File: src/rtl/note_duration_timer_if.sv
// -----------------------------------------------------------------------------
// note_duration_timer_if
//   Valid/ready handshake that carries one {note, duration} pair from the song
//   reader (master) to the note duration timer (slave).
//
//   note_valid  master -> slave  offer is present
//   note_ready  slave  -> master timer can take the offer
//   note_in     master -> slave  note code, 0 = rest
//   dur_in      master -> slave  duration in beats
// -----------------------------------------------------------------------------
interface note_duration_timer_if #(
  parameter int NOTE_W = 6,
  parameter int DUR_W  = 6
);
  logic              note_valid;
  logic              note_ready;
  logic [NOTE_W-1:0] note_in;
  logic [DUR_W-1:0]  dur_in;

  modport master (output note_valid, output note_in, output dur_in, input note_ready);
  modport slave  (input note_valid, input note_in, input dur_in, output note_ready);
endinterface

File: src/rtl/note_duration_timer.sv
// -----------------------------------------------------------------------------
// note_duration_timer
//   Accepts a {note, duration} pair from the song reader and drives the note to
//   the note player for exactly `duration` beats of the 48 beats/s tick, then
//   pulses note_done for one cycle so the reader can advance.
//
//   clk          system clock
//   rst          synchronous, active-high reset
//   beat_i       one-cycle beat tick (a tick held k cycles counts k beats)
//   play_i       1 = count beats, 0 = pause (beats dropped, state held)
//   stop_i       abort the current note, back to IDLE without note_done
//   note_bus     slave side of the {note, duration} valid/ready handshake
//   note_out_o   note currently sounding, 0 outside PLAYING
//   remaining_o  beats left on the current note
//   busy_o       high while PLAYING
//   note_done_o  one-cycle pulse when a note completes normally
// -----------------------------------------------------------------------------
module note_duration_timer #(
  parameter int NOTE_W = 6,
  parameter int DUR_W  = 6
) (
  input  logic                    clk,
  input  logic                    rst,
  input  logic                    beat_i,
  input  logic                    play_i,
  input  logic                    stop_i,
  note_duration_timer_if.slave    note_bus,
  output logic [NOTE_W-1:0]       note_out_o,
  output logic [DUR_W-1:0]        remaining_o,
  output logic                    busy_o,
  output logic                    note_done_o
);

  typedef enum logic [1:0] {
    ST_IDLE    = 2'd0,
    ST_PLAYING = 2'd1,
    ST_DONE    = 2'd2
  } state_e;

  state_e            state_q;
  logic [NOTE_W-1:0] note_q;
  logic [DUR_W-1:0]  remaining_q;
  logic              ready_q;
  logic              busy_q;
  logic              done_q;

  // Every output is a flop, so nothing on the input side can ripple through
  // to the note player or the song reader in the same cycle.
  // NOTE: rst is sampled on the clock edge (synchronous); it is not in the
  // sensitivity list, and it is the first branch so it overrides stop.
  always_ff @(posedge clk) begin
    if (rst) begin
      // NOTE: all state uses non-blocking assignments so every flop sees the
      // pre-edge values of the others, independent of statement order.
      state_q     <= ST_IDLE;
      note_q      <= '0;
      remaining_q <= '0;
      ready_q     <= 1'b1;
      busy_q      <= 1'b0;
      done_q      <= 1'b0;
    end else if (stop_i) begin
      // Abort wins over beats and over a pending handshake offer.
      state_q     <= ST_IDLE;
      note_q      <= '0;
      remaining_q <= '0;
      ready_q     <= 1'b1;
      busy_q      <= 1'b0;
      done_q      <= 1'b0;
    end else begin
      unique case (state_q)
        ST_IDLE: begin
          done_q <= 1'b0;
          if (note_bus.note_valid) begin
            // A beat on the accept edge is not counted: remaining loads raw.
            state_q     <= ST_PLAYING;
            note_q      <= note_bus.note_in;
            remaining_q <= note_bus.dur_in;
            ready_q     <= 1'b0;
            busy_q      <= 1'b1;
          end
        end

        ST_PLAYING: begin
          // Zero-length notes finish on the next edge without waiting on a beat.
          if (remaining_q == '0) begin
            state_q <= ST_DONE;
            note_q  <= '0;
            busy_q  <= 1'b0;
            done_q  <= 1'b1;
          end else if (play_i && beat_i) begin
            remaining_q <= remaining_q - DUR_W'(1);
            if (remaining_q == DUR_W'(1)) begin
              state_q <= ST_DONE;
              note_q  <= '0;
              busy_q  <= 1'b0;
              done_q  <= 1'b1;
            end
          end
        end

        ST_DONE: begin
          // Ready stays low through DONE so a held offer is taken only once
          // per DONE -> IDLE pass.
          state_q <= ST_IDLE;
          ready_q <= 1'b1;
          done_q  <= 1'b0;
        end

        default: begin
          state_q     <= ST_IDLE;
          note_q      <= '0;
          remaining_q <= '0;
          ready_q     <= 1'b1;
          busy_q      <= 1'b0;
          done_q      <= 1'b0;
        end
      endcase
    end
  end

  assign note_bus.note_ready = ready_q;
  assign note_out_o          = note_q;
  assign remaining_o         = remaining_q;
  assign busy_o              = busy_q;
  assign note_done_o         = done_q;

endmodule

File: src/flat_wrapper.sv
// flat-port wrapper written by rule: the top's interface ports become plain ports
module note_duration_timer_flat 
#(
  parameter int NOTE_W = 6,
  parameter int DUR_W  = 6
)
  (clk, rst, beat_i, play_i, stop_i, note_out_o, remaining_o, busy_o, note_done_o, note_bus_note_valid, note_bus_note_in, note_bus_dur_in, note_bus_note_ready);
  note_duration_timer_if #(.NOTE_W(NOTE_W), .DUR_W(DUR_W)) note_bus_i ();
  input  logic clk;
  input  logic rst;
  input  logic beat_i;
  input  logic play_i;
  input  logic stop_i;
  output logic [NOTE_W-1:0] note_out_o;
  output logic [DUR_W-1:0] remaining_o;
  output logic busy_o;
  output logic note_done_o;
  input wire logic [$bits(note_bus_i.note_valid)-1:0] note_bus_note_valid;
  input wire logic [$bits(note_bus_i.note_in)-1:0] note_bus_note_in;
  input wire logic [$bits(note_bus_i.dur_in)-1:0] note_bus_dur_in;
  output wire logic [$bits(note_bus_i.note_ready)-1:0] note_bus_note_ready;
  assign note_bus_i.note_valid = note_bus_note_valid;
  assign note_bus_i.note_in = note_bus_note_in;
  assign note_bus_i.dur_in = note_bus_dur_in;
  assign note_bus_note_ready = note_bus_i.note_ready;
  note_duration_timer #(.NOTE_W(NOTE_W), .DUR_W(DUR_W)) u_core (.clk(clk), .rst(rst), .beat_i(beat_i), .play_i(play_i), .stop_i(stop_i), .note_bus(note_bus_i), .note_out_o(note_out_o), .remaining_o(remaining_o), .busy_o(busy_o), .note_done_o(note_done_o));
endmodule
File: config.mk
export PLATFORM = sky130hd
export DESIGN_NAME = note_duration_timer_flat
export DESIGN_NICKNAME = d
export VERILOG_FILES = /design/src/rtl/note_duration_timer_if.sv /design/src/rtl/note_duration_timer.sv /design/src/flat_wrapper.sv
export SDC_FILE = /design/constraint.sdc
export NUM_CORES = 1
export LEC_CHECK = 0
export CAP_MARGIN = 20
export CORE_MARGIN = 2
export CORE_UTILIZATION = 40
export CTS_BUF_LIST = sky130_fd_sc_hd__clkbuf_2 sky130_fd_sc_hd__clkbuf_4 sky130_fd_sc_hd__clkbuf_8
export DETAILED_ROUTE_END_ITERATION = 8
export GPL_ROUTABILITY_DRIVEN = 1
export PLACE_DENSITY_LB_ADDON = 0.12
export SLEW_MARGIN = 25
export SYNTH_ARGS = -nofsm -noshare
export SYNTH_HDL_FRONTEND = slang
export SYNTH_SLANG_ARGS = --single-unit
File: constraint.sdc
create_clock -name clk -period 1.7 [get_ports clk]
set_clock_uncertainty 0.2 [all_clocks]
set_input_delay 0.255 -clock clk [delete_from_list [all_inputs] [get_ports clk]]
set_output_delay 0.255 -clock clk [all_outputs]
set_load 0.02 [all_outputs]
==> run_results.csv <==
group,metric,value,unit
sta,rsz0062_at_grt,"false",
power,power_frac_seq,0.472,
cts,root_buffer,"clkbuf_4",
setup_path,path_cells,"buf_4 -> dlygate4sd2_1",
grt,grt_usage,0.211,
sta,hold_ws,279,ps
floorplan,ios,33,
cts,clk_pin_slew,100,ps
place,placed_cell_area,0.00132,mm2
place,io_buffers,32,
sta,layout_min_cycle_time,1640,ps
finish,nets,173,
power,finalPower,904,uW
yosys,yosysWarnings,0,
yosys,ys_types,34,
routing,vias,952,
sta,finalSetupViolCount,0,
cts,clockBufferDepth,2,
grt,grt_antenna_before_repair,0,
finish,area_growth,57.9,%
cts,clkSinkCount,17,
place,gp_congestion,0.906,
yosys,synth_enable_flop_cells,0,
grt,grt_pass1_wl,4070,um
setup_path,worstSetupPathType,"reg2out",
routing,postRouteAntennaNets,0,
cts,numCtsBuffers,3,
cts,tritoncts,"built",
setup_path,arrival,1180,ps
power,clockPowerShare,0.269,
grt,top_usage_layer,"met2",
floorplan,die_h,51.1,um
run,drv_cap,0,
finish,diodes,0,
routing,first_iter_violations,11,
grt,use_met3,0.0351,
power,power_density,646,mW/mm2
finish,final_cell_mix,"clkdlybuf4s50_1, a21oi_1, dfxtp_1",
routing,first_pass_iters,5,
sta,slew_violations,0,
cts,clk-insertion-delay-late,300,ps
finish,drive_above_1_share,0.212,
floorplan,die_area,0.00261,mm2
power,swShare,0.290,
yosys,ys_seq_area_frac,0.384,
sta,max_slew_margin,0.777,
routing,vias_per_cell,5.32,
finish,layout_commonest_cell,"clkdlybuf4s50_1",
sta,max_freq,611,MHz
yosys,synth_area,886,um2
cts,post_cts_buffers,0,
floorplan,fp.dieW,51.1,um
setup_path,cp-end-kind,"output pin",
setup_path,crit_path_start_kind,"register",
finish,final_area,0.00140,mm2
finish,final_util,0.651,
setup_path,worstPathRequired,1240,ps
floorplan,start_util,0.412,
place,dpl_worst_slack,-228,ps
sta,hold_viol_final,0,
grt,use_met2,0.331,
power,leakage,0.000647,uW
grt,grt_pass1_vias,881,
finish,fill_cells,189,
place,post-dp-hpwl,1820,um
cts,cts_hold_buf,0,
setup_path,crit_fanout,3,
yosys,synth.net_count,127,
floorplan,fp.coreArea,0.00215,mm2
grt,grt.overflow.total,0,
setup_path,crit_slowest_cell,"dfxtp_1",
grt,grt_max_degree,12,
yosys,synth_flop_cell,"dfxtp_1",
routing,wl_per_cell,13.3,um
sta,post-route-period-util,0.963,
yosys,synthCells,106,
yosys,syn_area_per_cell,8.36,um2
grt,gr-usage-met1,0.284,
yosys,ys_ff_latch,17,
routing,postRouteWirelength,2390,um
power,power.switching,262,uW
worst_hold_path,hp-class,"reg2reg",
power,vdd_drop_max,0.486,mV
setup_path,critPathMaxStageDelay,410,ps
cts,cts_max_level,1,
power,internal_power,642,uW
yosys,async_flop_share,0,
routing,drc_errors,0,
outcome,status,"complete, no violations",
sta,finalWorstSetupSlack,63.2,ps
power,combPwrFrac,0.259,
sta,worstMarginPinSlew,332,ps
floorplan,placementRows,17,
[registers in the layout, summed over array words and instances, names as in the netlist]
name	flops
u_core.state_q	2
u_core.busy_o	1
u_core.note_bus.note_ready	1
u_core.note_done_o	1
u_core.note_out_o	6
u_core.remaining_o	6
[through the flow]
step	instances	setup TNS, ps
floorplan	106	0
global placement	175	-523
detailed placement	175	-978
CTS	179	0
global route	179	0
finish	179	0
[synth_stat cells, drive strengths merged (2+ instances only)]
library cell / number / area, um2
a211oi: 2 / 15.0
a21oi: 15 / 75.1
and3: 2 / 12.5
buf: 2 / 12.5
dfxtp: 17 / 340
ha: 3 / 37.5
inv: 4 / 15.0
nand2: 12 / 45.0
nand2b: 4 / 25.0
nand3: 2 / 10.0
nor2: 5 / 18.8
nor2b: 2 / 12.5
nor3: 4 / 20.0
nor4: 2 / 27.5
o2111ai: 2 / 17.5
o211ai: 2 / 20.0
o21ai: 11 / 55.1
o311ai: 2 / 17.5
[worst max-delay path, delay by kind of cell, from the launching register on]
kind	cells	cell delay, ps
buf+inv	2	480
flops	1	410
[power groups by stage]
stage,Clock (uW),Sequential [uW],Combinational (uW)
after global routing,266,429,256
final,243,426,234
after floorplan,0,451,98.1
after CTS,243,427,227
after detailed placement,0,437,228
after global placement,0,436,226
[area by class of cell]
| cell class | instances | area, um2 | share of cell area |
|---|---|---|---|
| Inverter | 4 | 15.0 | 0.0107 |
| Sequential cell | 17 | 348 | 0.249 |
| Tap cell | 28 | 35.0 | 0.0250 |
| Multi-Input combinational cell | 82 | 557 | 0.398 |
| Timing Repair Buffer | 44 | 414 | 0.296 |
| Clock buffer | 4 | 30.0 | 0.0215 |
[final timing paths]
| check | from | to | slack, ps | cells past startpoint |
|---|---|---|---|---|
| worst max-delay path | u_core.remaining_o[3]$_SDFFE_PP0P_ | remaining_o[3] | 60 | 2 |
| worst max register to register | u_core.remaining_o[0]$_SDFFE_PP0P_ | u_core.note_out_o[3]$_SDFFE_PP0P_ | 70 | 6 |
| worst min register to register | u_core.note_out_o[0]$_SDFFE_PP0P_ | u_core.note_out_o[0]$_SDFFE_PP0P_ | 280 | 2 |
| worst min-delay path | u_core.note_out_o[0]$_SDFFE_PP0P_ | u_core.note_out_o[0]$_SDFFE_PP0P_ | 280 | 2 |
[layer usage]
metal / share of wire / vias to the layer above
met5: 0 / -
met4: 0.016 / 0
met3: 0.036 / 5
met2: 0.48 / 21
met1: 0.47 / 441
li1: - / 485
[cells by family after synthesis]
| group | count (synthesis) | share of synthesized area |
|---|---|---|
| DFF | 17 | 0.384 |
| adders and majority gates | 3 | 0.0424 |
| and+or+nand+nor | 37 | 0.232 |
| AOI/OAI and AO/OA | 41 | 0.294 |
| buffers and inverters | 7 | 0.0353 |
| muxes | 1 | 0.0127 |
[repair_timing]
item / 4_1_cts / 5_1_grt
gates resized for setup: 12 / 16
pin swaps: 1 / 3
setup endpoints to repair: 17 / 16
(Power assumes the default switching activity.)
